File: src/rtl/sqrt_iter_unit_if.sv
// Handshake bundle for sqrt_iter_unit: frame counter signals plus the
// square-root request/result signals.
interface sqrt_iter_unit_if #(
  parameter int CNT_WIDTH  = 11,
  parameter int RAD_WIDTH  = 38,
  parameter int ROOT_WIDTH = RAD_WIDTH / 2,
  parameter int REM_WIDTH  = ROOT_WIDTH + 1
);
  logic                  en;
  logic [CNT_WIDTH-1:0]  cnt;
  logic                  cnt_last;
  logic                  start;
  logic [RAD_WIDTH-1:0]  radical;
  logic                  busy;
  logic                  done;
  logic [ROOT_WIDTH-1:0] q;
  logic [REM_WIDTH-1:0]  remainder;

  modport master (
    output en, start, radical,
    input  cnt, cnt_last, busy, done, q, remainder
  );

  modport slave (
    input  en, start, radical,
    output cnt, cnt_last, busy, done, q, remainder
  );
endinterface

File: src/rtl/sqrt_iter_unit.sv
// Frame sample counter plus restoring digit-by-digit integer square root.
// Optional macro SQRT_REMAINDER_EN: when defined, the remainder output is driven.
module sqrt_iter_unit #(
  parameter int CNT_WIDTH  = 11,
  parameter int RAD_WIDTH  = 38,
  parameter int ROOT_WIDTH = RAD_WIDTH / 2,
  parameter int REM_WIDTH  = ROOT_WIDTH + 1
) (
  input  logic             clk,
  input  logic             reset_n,
  sqrt_iter_unit_if.slave  bus
);

  localparam int PR_W = REM_WIDTH + 2;
  localparam int IT_W = $clog2(ROOT_WIDTH);
  localparam logic [IT_W-1:0] LAST_IT = IT_W'(ROOT_WIDTH - 1);

  logic [CNT_WIDTH-1:0]  cnt_r;
  logic                  busy_r;
  logic                  done_r;
  logic [ROOT_WIDTH-1:0] q_r;
  logic [RAD_WIDTH-1:0]  rad_r;
  logic [ROOT_WIDTH-1:0] root_r;
  logic [REM_WIDTH-1:0]  rem_r;
  logic [IT_W-1:0]       iter_r;

  logic [PR_W-1:0]       pr_p0;
  logic                  ge_p0;
  logic [ROOT_WIDTH-1:0] root_nx_p0;
  logic [REM_WIDTH-1:0]  rem_nx_p0;

  function automatic logic trial_fits(input logic [PR_W-1:0]       pr,
                                      input logic [ROOT_WIDTH-1:0] root);
    return pr >= {1'b0, root, 2'b01};
  endfunction

  // Remainder after a successful trial never exceeds 2*root, so truncation is safe.
  function automatic logic [REM_WIDTH-1:0] next_rem(input logic [PR_W-1:0]       pr,
                                                    input logic [ROOT_WIDTH-1:0] root,
                                                    input logic                  fits);
    return REM_WIDTH'(fits ? pr - {1'b0, root, 2'b01} : pr);
  endfunction

  // Counter: all-ones out of reset so the first enabled sample reads as 0.
  always_ff @(posedge clk) begin
    if (!reset_n) begin
      cnt_r <= '1;
    end else if (bus.en) begin
      cnt_r <= cnt_r + CNT_WIDTH'(1);
    end
  end

  assign bus.cnt      = cnt_r;
  assign bus.cnt_last = &cnt_r;

  // Stage p0: one root digit from the top two radicand bits.
  always_comb begin
    pr_p0      = {rem_r, rad_r[RAD_WIDTH-1 -: 2]};
    ge_p0      = trial_fits(pr_p0, root_r);
    root_nx_p0 = {root_r[ROOT_WIDTH-2:0], ge_p0};
    rem_nx_p0  = next_rem(pr_p0, root_r, ge_p0);
  end

`ifdef SQRT_REMAINDER_EN
  logic [REM_WIDTH-1:0] rem_out_r;
`endif

  always_ff @(posedge clk) begin
    if (!reset_n) begin
      busy_r    <= 1'b0;
      done_r    <= 1'b0;
      q_r       <= '0;
      rad_r     <= '0;
      root_r    <= '0;
      rem_r     <= '0;
      iter_r    <= '0;
`ifdef SQRT_REMAINDER_EN
      rem_out_r <= '0;
`endif
    end else begin
      done_r <= 1'b0;
      if (!busy_r) begin
        if (bus.start) begin
          busy_r <= 1'b1;
          rad_r  <= bus.radical;
          root_r <= '0;
          rem_r  <= '0;
          iter_r <= '0;
        end
      end else begin
        rad_r  <= {rad_r[RAD_WIDTH-3:0], 2'b00};
        root_r <= root_nx_p0;
        rem_r  <= rem_nx_p0;
        iter_r <= iter_r + IT_W'(1);
        // Results are published only on the final digit; outputs hold otherwise.
        if (iter_r == LAST_IT) begin
          busy_r    <= 1'b0;
          done_r    <= 1'b1;
          q_r       <= root_nx_p0;
`ifdef SQRT_REMAINDER_EN
          rem_out_r <= rem_nx_p0;
`endif
        end
      end
    end
  end

  assign bus.busy = busy_r;
  assign bus.done = done_r;
  assign bus.q    = q_r;
`ifdef SQRT_REMAINDER_EN
  assign bus.remainder = rem_out_r;
`else
  assign bus.remainder = '0;
`endif

endmodule

File: src/flat_wrapper.sv
// flat-port wrapper written by rule: the top's interface ports become plain ports
module sqrt_iter_unit_flat 
#(
  parameter int CNT_WIDTH  = 11,
  parameter int RAD_WIDTH  = 38,
  parameter int ROOT_WIDTH = RAD_WIDTH / 2,
  parameter int REM_WIDTH  = ROOT_WIDTH + 1
)
  (clk, reset_n, bus_en, bus_start, bus_radical, bus_cnt, bus_cnt_last, bus_busy, bus_done, bus_q, bus_remainder);
  sqrt_iter_unit_if #(.CNT_WIDTH(CNT_WIDTH), .RAD_WIDTH(RAD_WIDTH), .ROOT_WIDTH(ROOT_WIDTH), .REM_WIDTH(REM_WIDTH)) bus_i ();
  input  logic clk;
  input  logic reset_n;
  input wire logic [$bits(bus_i.en)-1:0] bus_en;
  input wire logic [$bits(bus_i.start)-1:0] bus_start;
  input wire logic [$bits(bus_i.radical)-1:0] bus_radical;
  output wire logic [$bits(bus_i.cnt)-1:0] bus_cnt;
  output wire logic [$bits(bus_i.cnt_last)-1:0] bus_cnt_last;
  output wire logic [$bits(bus_i.busy)-1:0] bus_busy;
  output wire logic [$bits(bus_i.done)-1:0] bus_done;
  output wire logic [$bits(bus_i.q)-1:0] bus_q;
  output wire logic [$bits(bus_i.remainder)-1:0] bus_remainder;
  assign bus_i.en = bus_en;
  assign bus_i.start = bus_start;
  assign bus_i.radical = bus_radical;
  assign bus_cnt = bus_i.cnt;
  assign bus_cnt_last = bus_i.cnt_last;
  assign bus_busy = bus_i.busy;
  assign bus_done = bus_i.done;
  assign bus_q = bus_i.q;
  assign bus_remainder = bus_i.remainder;
  sqrt_iter_unit #(.CNT_WIDTH(CNT_WIDTH), .RAD_WIDTH(RAD_WIDTH), .ROOT_WIDTH(ROOT_WIDTH), .REM_WIDTH(REM_WIDTH)) u_core (.clk(clk), .reset_n(reset_n), .bus(bus_i));
endmodule
File: config.mk
export PLATFORM = sky130hd
export DESIGN_NAME = sqrt_iter_unit_flat
export DESIGN_NICKNAME = d
export VERILOG_FILES = /design/src/rtl/sqrt_iter_unit_if.sv /design/src/rtl/sqrt_iter_unit.sv /design/src/flat_wrapper.sv
export SDC_FILE = /design/constraint.sdc
export NUM_CORES = 1
export LEC_CHECK = 0
export CORE_MARGIN = 2
export CORE_UTILIZATION = 59
export CTS_CLUSTER_DIAMETER = 120
export DETAILED_ROUTE_END_ITERATION = 10
export GPL_TIMING_DRIVEN = 0
export HOLD_SLACK_MARGIN = 0.15
export PLACE_DENSITY = 0.86
export SLEW_MARGIN = 20
export SYNTH_ARGS = -nofsm -noshare
export SYNTH_HDL_FRONTEND = slang
export SYNTH_SLANG_ARGS = --single-unit
File: constraint.sdc
create_clock -name clk -period 4.91 [get_ports clk]
set_input_delay 1.473 -clock clk [delete_from_list [all_inputs] [get_ports clk]]
set_output_delay 1.473 -clock clk [all_outputs]
set_load 0.005 [all_outputs]
==> results of run 1 <==
power by group through the flow:
stage               combinational [mW]  sequential [mW]  clock [mW]
floorplan                        0.894             1.05           0
global placement                  1.14             1.06           0
detailed placement                1.18             1.06           0
CTS                               1.20             1.05        1.28
global route                      1.33             1.06        1.33
finish                            1.22             1.05        1.28
through the flow:
step,setup WS [ns],instance area (um^2)
5_1_grt,1.138,7825
4_1_cts,1.254,7825
6_report,1.238,7825
3_3_place_gp,1.518,7213
3_5_place_dp,1.492,7213
2_1_floorplan,2.209,6312
worst reg2reg max path, cell delays in order (launching register included):
cell       delay (ns)
dfxtp_1          0.37
inv_1            0.10
ha_1             0.30
buf_2            0.20
nand4_2          0.22
nor3_2           0.30
o2111ai_2        0.17
o211ai_2         0.13
buf_2            0.33
mux2i_1          0.26
o21ai_1          0.07
synthesized netlist by cell type (all sizes together) (24+ instances only):
cell type,number,area share [%]
o21ai,72,5.9
and2,40,4.0
inv,24,1.4
buf,32,3.4
ha,24,4.8
mux2i,47,7.5
dfxtp,114,37
clkbuf,38,2.3
nor2,25,1.5
a21oi,39,3.1
nand2,121,7.3
path summary, 6_finish.rpt:
kind,depth (start not counted),start,endpoint
worst min-delay path,2,u_core.bus.q[15],u_core.bus.q[15]
worst max register to register,10,u_core.root_r[9],u_core.rem_r[9]
worst max-delay path,5,u_core.bus.cnt[3],bus_cnt_last
worst min register to register,2,u_core.bus.q[15],u_core.bus.q[15]
logic make-up after synthesis:
kind of cell,count (synthesis),share of synthesized area (%)
AND/OR/NAND/NOR,284,22.59
AO/OA/AOI/OAI,182,19.07
flip-flops,114,36.57
buffers and inverters,94,7.177
multiplexers,49,7.899
adder cells (fa/ha/maj),24,4.812
XOR/XNOR,13,1.824
other,1,0.06009
routing by layer:
layer / track usage [%] / routed length, um / vias to the layer above
met4: 14.56 / 557 / 0
met2: 49.82 / 7952 / 289
met1: 34.32 / 6680 / 2743
met3: 7.842 / 1282 / 61
li1: - / - / 2826
met5: 0 / 0 / -
sequential cells by signal, summed over array words and instances, names as in the netlist:
signal	flops
u_core.rad_r	38
u_core.bus.cnt	11
u_core.rem_r	20
u_core.bus.done	1
u_core.bus.q	19
u_core.bus.busy	1
u_core.iter_r	5
u_core.root_r	19
layout make-up:
| cell class | instances | area (um^2) |
|---|---|---|
| buffer | 70 | 357.8 |
| multi-input combinational | 572 | 3582 |
| clock inverter | 15 | 197.7 |
| timing repair buffer | 73 | 730.7 |
| inverter | 24 | 90.09 |
| clock buffer | 17 | 414.1 |
| fill | 725 | 2452 |
| sequential | 114 | 2282 |
| tap | 136 | 170.2 |
==> run_results.csv, run 1 <==
group,metric,value,unit
sta,setup_viol,0,
power,netSwitchingPower,1.242,mW
floorplanning,start_util,60.73,%
sta,final.period_utilization,74.80,%
power,irDropWorstVdd,0.3206,mV
sta,timing.fmax,272.3,MHz
layout,fin_util,76.14,%
yosys,yosysSeqAreaShare,36.57,%
clocking,cts_resized,0,
critical_path,crit_buf_inv,1,
placement,portBuffers,73,
clocking,postCtsSetupBuffers,0,
global_routing,grt_first_pass_wirelength,26700,um
yosys,synth.distinct_cells,62,
sta,rsz0062_at_grt,"false",
clocking,cts_buffer_depth,2,
clocking,cts.sinks,114,
run_status,status,"complete, no violations",
yosys,ys_ff_latch,114,
yosys,syn_inst,761,
power,power.internal,2.314,mW
clocking,cts_hold_buf,0,
run,max_cap_viol_count,0,
critical_path,max_stage_delay,0.51,ns
floorplanning,core,0.01028,mm^2
clocking,clock_latency,0.53,ns
critical_path,rrSetupSlack,2.32,ns
layout,area_growth_syn_to_layout,25.38,%
critical_path,cp_slowest_cell,"clkdlybuf4s50_1",
layout,instances_no_fill,1021,
layout,layout_common_cells,"nand2_1, dfxtp_1, clkdlybuf4s50_1",
floorplanning,pin_count,95,
yosys,synthFlopType,"dfxtp_1",
clocking,cts_buffers,17,
layout,final_nets,938,
sta,maxSlewViolCount,0,
placement,hpwlAfterDp,11730,um
sta,skew,0.008503,ns
sta,min_period,3.672,ns
critical_path,worstPathRequired,3.44,ns
floorplanning,die_x,106.9,um
floorplanning,dieArea,0.01142,mm^2
power,power.switching_fraction,34.92,%
floorplanning,num_rows,37,
power,leakage,3.076,nW
yosys,synth_edf_count,0,
critical_path,crit_type,"reg2out",
sta,fin_hold_ws,0.4648,ns
layout,n_antenna_cell,0,
clocking,clockRootBuffer,"clkbuf_8",
placement,gp_congestion,0.8978,
clocking,htree_levels,4,
critical_path,crit_family,"simple AND/OR/NAND/NOR gates",
sta,maxSlewHeadroom,50.46,%
drt,num_vias,5919,
drt,firstDrtPassIters,6,
drt,ant_nets,0,
power,comb_power_share,34.4,%
critical_path,cpMostUsedCell,"and3_1",
global_routing,grtUsageTotal,29.42,%
sta,finalSetupTns,0,ns
critical_path,endpoint_kind,"output port",
min_path,hold_class,"reg2reg",
global_routing,grt_pass1_vias,5742,
layout,final_common_cell,"nand2_1",
power,p_per_area,454.4,mW/mm^2
floorplanning,die_h,106.9,um
clocking,cts.clk_slew.worst_paths,0.06,ns
sta,hold_violations,0,
layout,drive_gt1_share,9.266,%
drt,routed_wl,16470,um
yosys,avgSynthCellArea,8.201,um^2
power,power,3.556,mW
drt,wl_per_cell,16.13,um
critical_path,cp-start-kind,"flip-flop",
power,p_clk_share,36.0,%
global_routing,grt_overflow,0,
yosys,synth_area,0.006241,mm^2
sta,tightest_slew,0.7432,ns
critical_path,crit_fanout,6,
power,p_seq_share,29.5,%
clocking,cts_tree,"yes",
critical_path,cp_cell_sequence,"and3_1, and3_1, nand3_1, nor2_1, clkdlybuf4s50_1",
drt,drt_iter0_markers,475,
global_routing,grt_max_degree,17,
yosys,synthArstFlopShare,0,%
drt,drcViolationCount,0,
global_routing,antenna_found_initial,0,
drt,drt-vias-per-instance,5.797,
placement,dp.cells,989,
critical_path,crit_arrival,2.20,ns
yosys,yosysWarningCount,0,
No activity file was read; power rests on OpenSTA's default activity.
==> run 2, diff against run 1 <==
Settings changed: CORE_UTILIZATION 59 to 49, PLACE_DENSITY 0.86 to 0.76.
Clock period 4.91 ns to 3.3 ns, I/O delays scaled along.
==> run 2 against run 1 <==
Net effect:
- total power grew 43%
- register-to-register slack lost 1.5 ns
- critical path type unchanged
- highest routed layer unchanged
- largest cell class unchanged
- sequential power grew 49%
==> run_results.csv, run 2 (same netlist as run 1, synthesis figures left out) <==
group,metric,value,unit
power,p_clk_share,34.4,%
critical_path,crit_arrival,2.01,ns
layout,final_common_cell,"nand2_1",
drt,drt_iter0_markers,475,
sta,setup_ws,0.2984,ns
layout,instances_no_fill,1056,
sta,maxSlewViolCount,0,
global_routing,grtUsageTotal,23.14,%
sta,min_period,3.002,ns
critical_path,crit_fanout,6,
clocking,clock_latency,0.41,ns
global_routing,grt_overflow,0,
global_routing,antenna_found_initial,0,
floorplanning,num_rows,41,
layout,final-seq-area,0.002282,mm^2
clocking,htree_levels,4,
layout,final_nets,938,
layout,fillerInstances,1118,
global_routing,grt_max_degree,17,
sta,tightest_slew,0.7592,ns
layout,layout_common_cells,"nand2_1, dfxtp_1, clkdlybuf4s50_1",
sta,timing.fmax,333.2,MHz
critical_path,worstPathRequired,2.31,ns
global_routing,grt_pass1_vias,5280,
run_status,status,"complete, no violations",
sta,skew,0.01140,ns
layout,multiInputGateArea,0.003582,mm^2
critical_path,endpoint_kind,"output port",
placement,dp_slack,0.2341,ns
floorplanning,die_h,116.9,um
placement,gp_congestion,0.8820,
placement,hpwlAfterDp,11170,um
clocking,cts_tree,"yes",
floorplanning,dieArea,0.01366,mm^2
clocking,cts.clk_slew.worst_paths,0.05,ns
clocking,cts_buffers,17,
clocking,cts_resized,0,
layout,n_antenna_cell,0,
layout,top_register,"u_core.rad_r",
sta,maxSlewHeadroom,49.39,%
drt,wl_per_cell,14.54,um
power,p_per_area,650.2,mW/mm^2
clocking,cts_hold_buf,0,
sta,finalSetupTns,0,ns
power,power.switching_fraction,33.43,%
drt,drt-vias-per-instance,5.349,
floorplanning,die_x,116.9,um
power,irDropWorstVdd,0.4035,mV
placement,portBuffers,73,
drt,routed_wl,15360,um
power,p_seq_share,30.6,%
critical_path,cp-start-kind,"flip-flop",
clocking,cts_buffer_depth,2,
floorplanning,pin_count,95,
sta,setup_viol,0,
clocking,clockRootBuffer,"clkbuf_16",
clocking,cts.sinks,114,
global_routing,grt_first_pass_wirelength,24910,um
layout,largest_reg_flops,38,
critical_path,crit_type,"reg2out",
run,max_cap_viol_count,0,
drt,drcViolationCount,0,
power,comb_power_share,35.0,%
sta,rsz0062_at_grt,"false",
min_path,hold_class,"reg2reg",
drt,num_vias,5649,
power,power.internal,3.385,mW
power,leakage,3.052,nW
layout,area_growth_syn_to_layout,25.28,%
layout,drive_gt1_share,8.937,%
drt,firstDrtPassIters,5,
clocking,postCtsSetupBuffers,0,
floorplanning,core,0.01252,mm^2
layout,top_regs,"u_core.rad_r (38), u_core.rem_r (20)",
floorplanning,start_util,49.86,%
sta,hold_violations,0,
drt,ant_nets,0,
sta,final.period_utilization,90.96,%
power,netSwitchingPower,1.699,mW
placement,dp.cells,1025,
## run 2: cell types whose count changed in the layout (fill, tap and decap cells not counted), sizes merged
| cell | before | now |
|---|---|---|
| clkbuf | 55 | 58 |
| clkinv | 4 | 7 |
| bufinv | 3 | 2 |
| inv | 31 | 24 |
| clkinvlp | 1 | 2 |
## run 2: cell type report
type / instances / area share (%)
clock buffers: 20 / 5.713
multi-input cells: 572 / 45.82
clock inverters: 11 / 1.456
flip-flops and latches: 114 / 29.19
well taps: 172 / 2.752
inverters: 24 / 1.152
repair buffers: 73 / 9.345
plain buffers: 70 / 4.577
## run 2: critical path: stages (launching register included)
cell	delay, ns
dfxtp_1	0.43
and3_1	0.23
and3_1	0.25
nand3_1	0.09
nor2_1	0.10
clkdlybuf4s50_1	0.50
## run 2: final timing paths
kind,from,end,slack (ns),cells after the start
min reg2reg,u_core.bus.q[13],u_core.bus.q[13],0.46,2
min,u_core.bus.q[13],u_core.bus.q[13],0.46,2
max reg2reg,u_core.root_r[9],u_core.rem_r[18],0.77,10
max,u_core.bus.cnt[3],bus_cnt_last,0.30,5
## run 2: through the flow
step / cell area, um^2 / utilization [%] / power [mW] / hold slack [ns]
floorplan: 6312 / - / 2.895 / 0.4421
global placement: 7258 / 57.99 / 3.310 / 0.4508
detailed placement: 7258 / 57.99 / 3.333 / 0.4577
CTS: 7819 / 62.47 / 5.098 / 0.4651
global route: 7819 / 62.47 / 5.351 / 0.4716
finish: 7819 / 62.47 / 5.084 / 0.4607
## run 2: power groups by stage
| stage | Sequential, mW | Clock [mW] | Combinational (mW) |
|---|---|---|---|
| detailed placement | 1.58 | 0 | 1.75 |
| CTS | 1.56 | 1.78 | 1.77 |
| global placement | 1.58 | 0 | 1.73 |
| finish | 1.56 | 1.75 | 1.78 |
| global route | 1.57 | 1.83 | 1.95 |
| floorplan | 1.56 | 0 | 1.33 |
## run 2: routing by layer
layer	track usage, %	vias to the layer above	wire length [um]	share of wire [%]
met4	8.863	0	365	2.4
met1	29.58	2626	6940	45
met2	37.76	169	7232	47
li1	-	2831	-	-
met3	5.870	23	819	5.3
met5	0	-	0	0
==> run 3, diff against run 2 <==
Settings changed: CORE_MARGIN 2 to 4.
==> run 3 against run 2 <==
Net effect:
- wire length increased by 1.6%
- clock skew decreased by 0.0023 ns
- clock power increased by 6%
- non-clock buffer count unchanged
- sequential share of layout area decreased by 0.14 points
- critical path type unchanged
- fmax decreased by 0.47%
- design area increased by 0.48%
- critical endpoint unchanged
- core utilization increased by 1.6 points
- total power increased by 2.2%
- sequential power about the same
- die area increased by 7.0%
- register-to-register slack about the same
==> run_results.csv, run 3 (same netlist as run 1, synthesis figures left out) <==
group,metric,value,unit
clocking,cts.sinks,114,
global_routing,grt_first_pass_wirelength,25110,um
floorplanning,num_rows,40,
global_routing,grt_pass1_vias,5267,
drt,wl_per_cell,14.82,um
placement,portBuffers,73,
drt,ant_nets,0,
critical_path,worstPathRequired,2.31,ns
critical_path,endpoint_kind,"output port",
clocking,cts_buffer_depth,2,
floorplanning,pin_count,95,
layout,layout_common_cells,"nand2_1, dfxtp_1, clkdlybuf4s50_1",
global_routing,grt_max_degree,17,
floorplanning,core,0.01226,mm^2
layout,top_regs,"u_core.rad_r (38), u_core.rem_r (20)",
drt,drt_iter0_markers,420,
power,leakage,3.058,nW
placement,hpwlAfterDp,11280,um
floorplanning,start_util,50.90,%
placement,gp_congestion,0.8863,
sta,setup_viol,0,
power,irDropWorstVdd,0.4011,mV
drt,drcViolationCount,0,
floorplanning,die_x,120.9,um
sta,min_period,3.016,ns
clocking,htree_levels,4,
clocking,cts_buffers,17,
global_routing,antenna_found_initial,0,
sta,maxSlewViolCount,0,
power,p_per_area,661.0,mW/mm^2
layout,fillerInstances,1046,
clocking,cts_tree,"yes",
layout,final_common_cell,"nand2_1",
sta,timing.fmax,331.6,MHz
global_routing,grt_overflow,0,
clocking,cts_resized,0,
layout,top_register,"u_core.rad_r",
sta,finalSetupTns,0,ns
drt,drt-vias-per-instance,5.283,
critical_path,cp-start-kind,"flip-flop",
floorplanning,die_h,120.9,um
sta,maxSlewHeadroom,50.29,%
critical_path,crit_type,"reg2out",
drt,num_vias,5563,
clocking,clockRootBuffer,"clkbuf_16",
critical_path,crit_fanout,6,
sta,skew,0.009056,ns
critical_path,crit_arrival,2.03,ns
min_path,hold_class,"reg2reg",
sta,fin_hold_ws,0.4591,ns
clocking,postCtsSetupBuffers,0,
clocking,clock_latency,0.41,ns
sta,tightest_slew,0.7457,ns
run_status,status,"complete, no violations",
drt,routed_wl,15600,um
layout,drive_gt1_share,9.153,%
layout,area_growth_syn_to_layout,25.88,%
layout,largest_reg_flops,38,
sta,final.period_utilization,91.39,%
power,power,5.193,mW
layout,n_antenna_cell,0,
drt,firstDrtPassIters,5,
run,max_cap_viol_count,0,
sta,hold_violations,0,
global_routing,grtUsageTotal,21.21,%
layout,final_nets,938,
floorplanning,dieArea,0.01461,mm^2
sta,rsz0062_at_grt,"false",
clocking,cts_hold_buf,0,
clocking,cts.clk_slew.worst_paths,0.05,ns
-- run 3: area by class of cell --
type / instances / area, um^2 / area share [%]
Multi-Input combinational cell: 572 / 3582 / 45.60
Sequential cell: 114 / 2282 / 29.05
Timing Repair Buffer: 73 / 730.7 / 9.301
Clock buffer: 19 / 442.9 / 5.638
Buffer: 70 / 357.8 / 4.555
Tap cell: 168 / 210.2 / 2.676
Clock inverter: 13 / 160.2 / 2.039
Inverter: 24 / 90.09 / 1.147
-- run 3: worst paths after layout --
kind | startpoint | end | slack [ns] | cells after the start
hold reg to reg | u_core.bus.q[17] | u_core.bus.q[17] | 0.46 | 2
setup / recovery | u_core.bus.cnt[3] | bus_cnt_last | 0.28 | 5
setup reg to reg | u_core.root_r[9] | u_core.rem_r[4] | 0.77 | 10
hold / removal | u_core.bus.q[17] | u_core.bus.q[17] | 0.46 | 2
-- run 3: power breakdown --
part           switching, mW  internal (mW)
clock                  0.652           1.20
sequential            0.0784           1.48
combinational          0.991          0.790
total                   1.72           3.47
-- run 3: critical path: stages (launching register included) --
cell,delay [ns]
dfxtp_1,0.41
and3_1,0.23
and3_1,0.25
nand3_1,0.12
nor2_1,0.11
clkdlybuf4s50_1,0.50
-- run 3: per-stage QoR --
step                cells  instance area, um^2  util [%]  worst slack (ns)
floorplan             780                 6312         -             1.082
global placement     1021                 7253     59.15            0.2623
detailed placement   1021                 7253     59.15            0.2316
CTS                  1053                 7856     64.07            0.2779
global route         1053                 7856     64.07            0.1293
finish               1053                 7856     64.07            0.2842
-- run 3: metal layers --
layer | vias up | share of wire (%) | wire (um) | global-route usage, %
met3 | 26 | 5.1 | 802 | 4.615
met2 | 158 | 47 | 7329 | 34.56
li1 | 2821 | - | - | -
met4 | 0 | 2.1 | 328 | 8.428
met1 | 2558 | 46 | 7143 | 27.32
met5 | - | 0 | 0 | 0
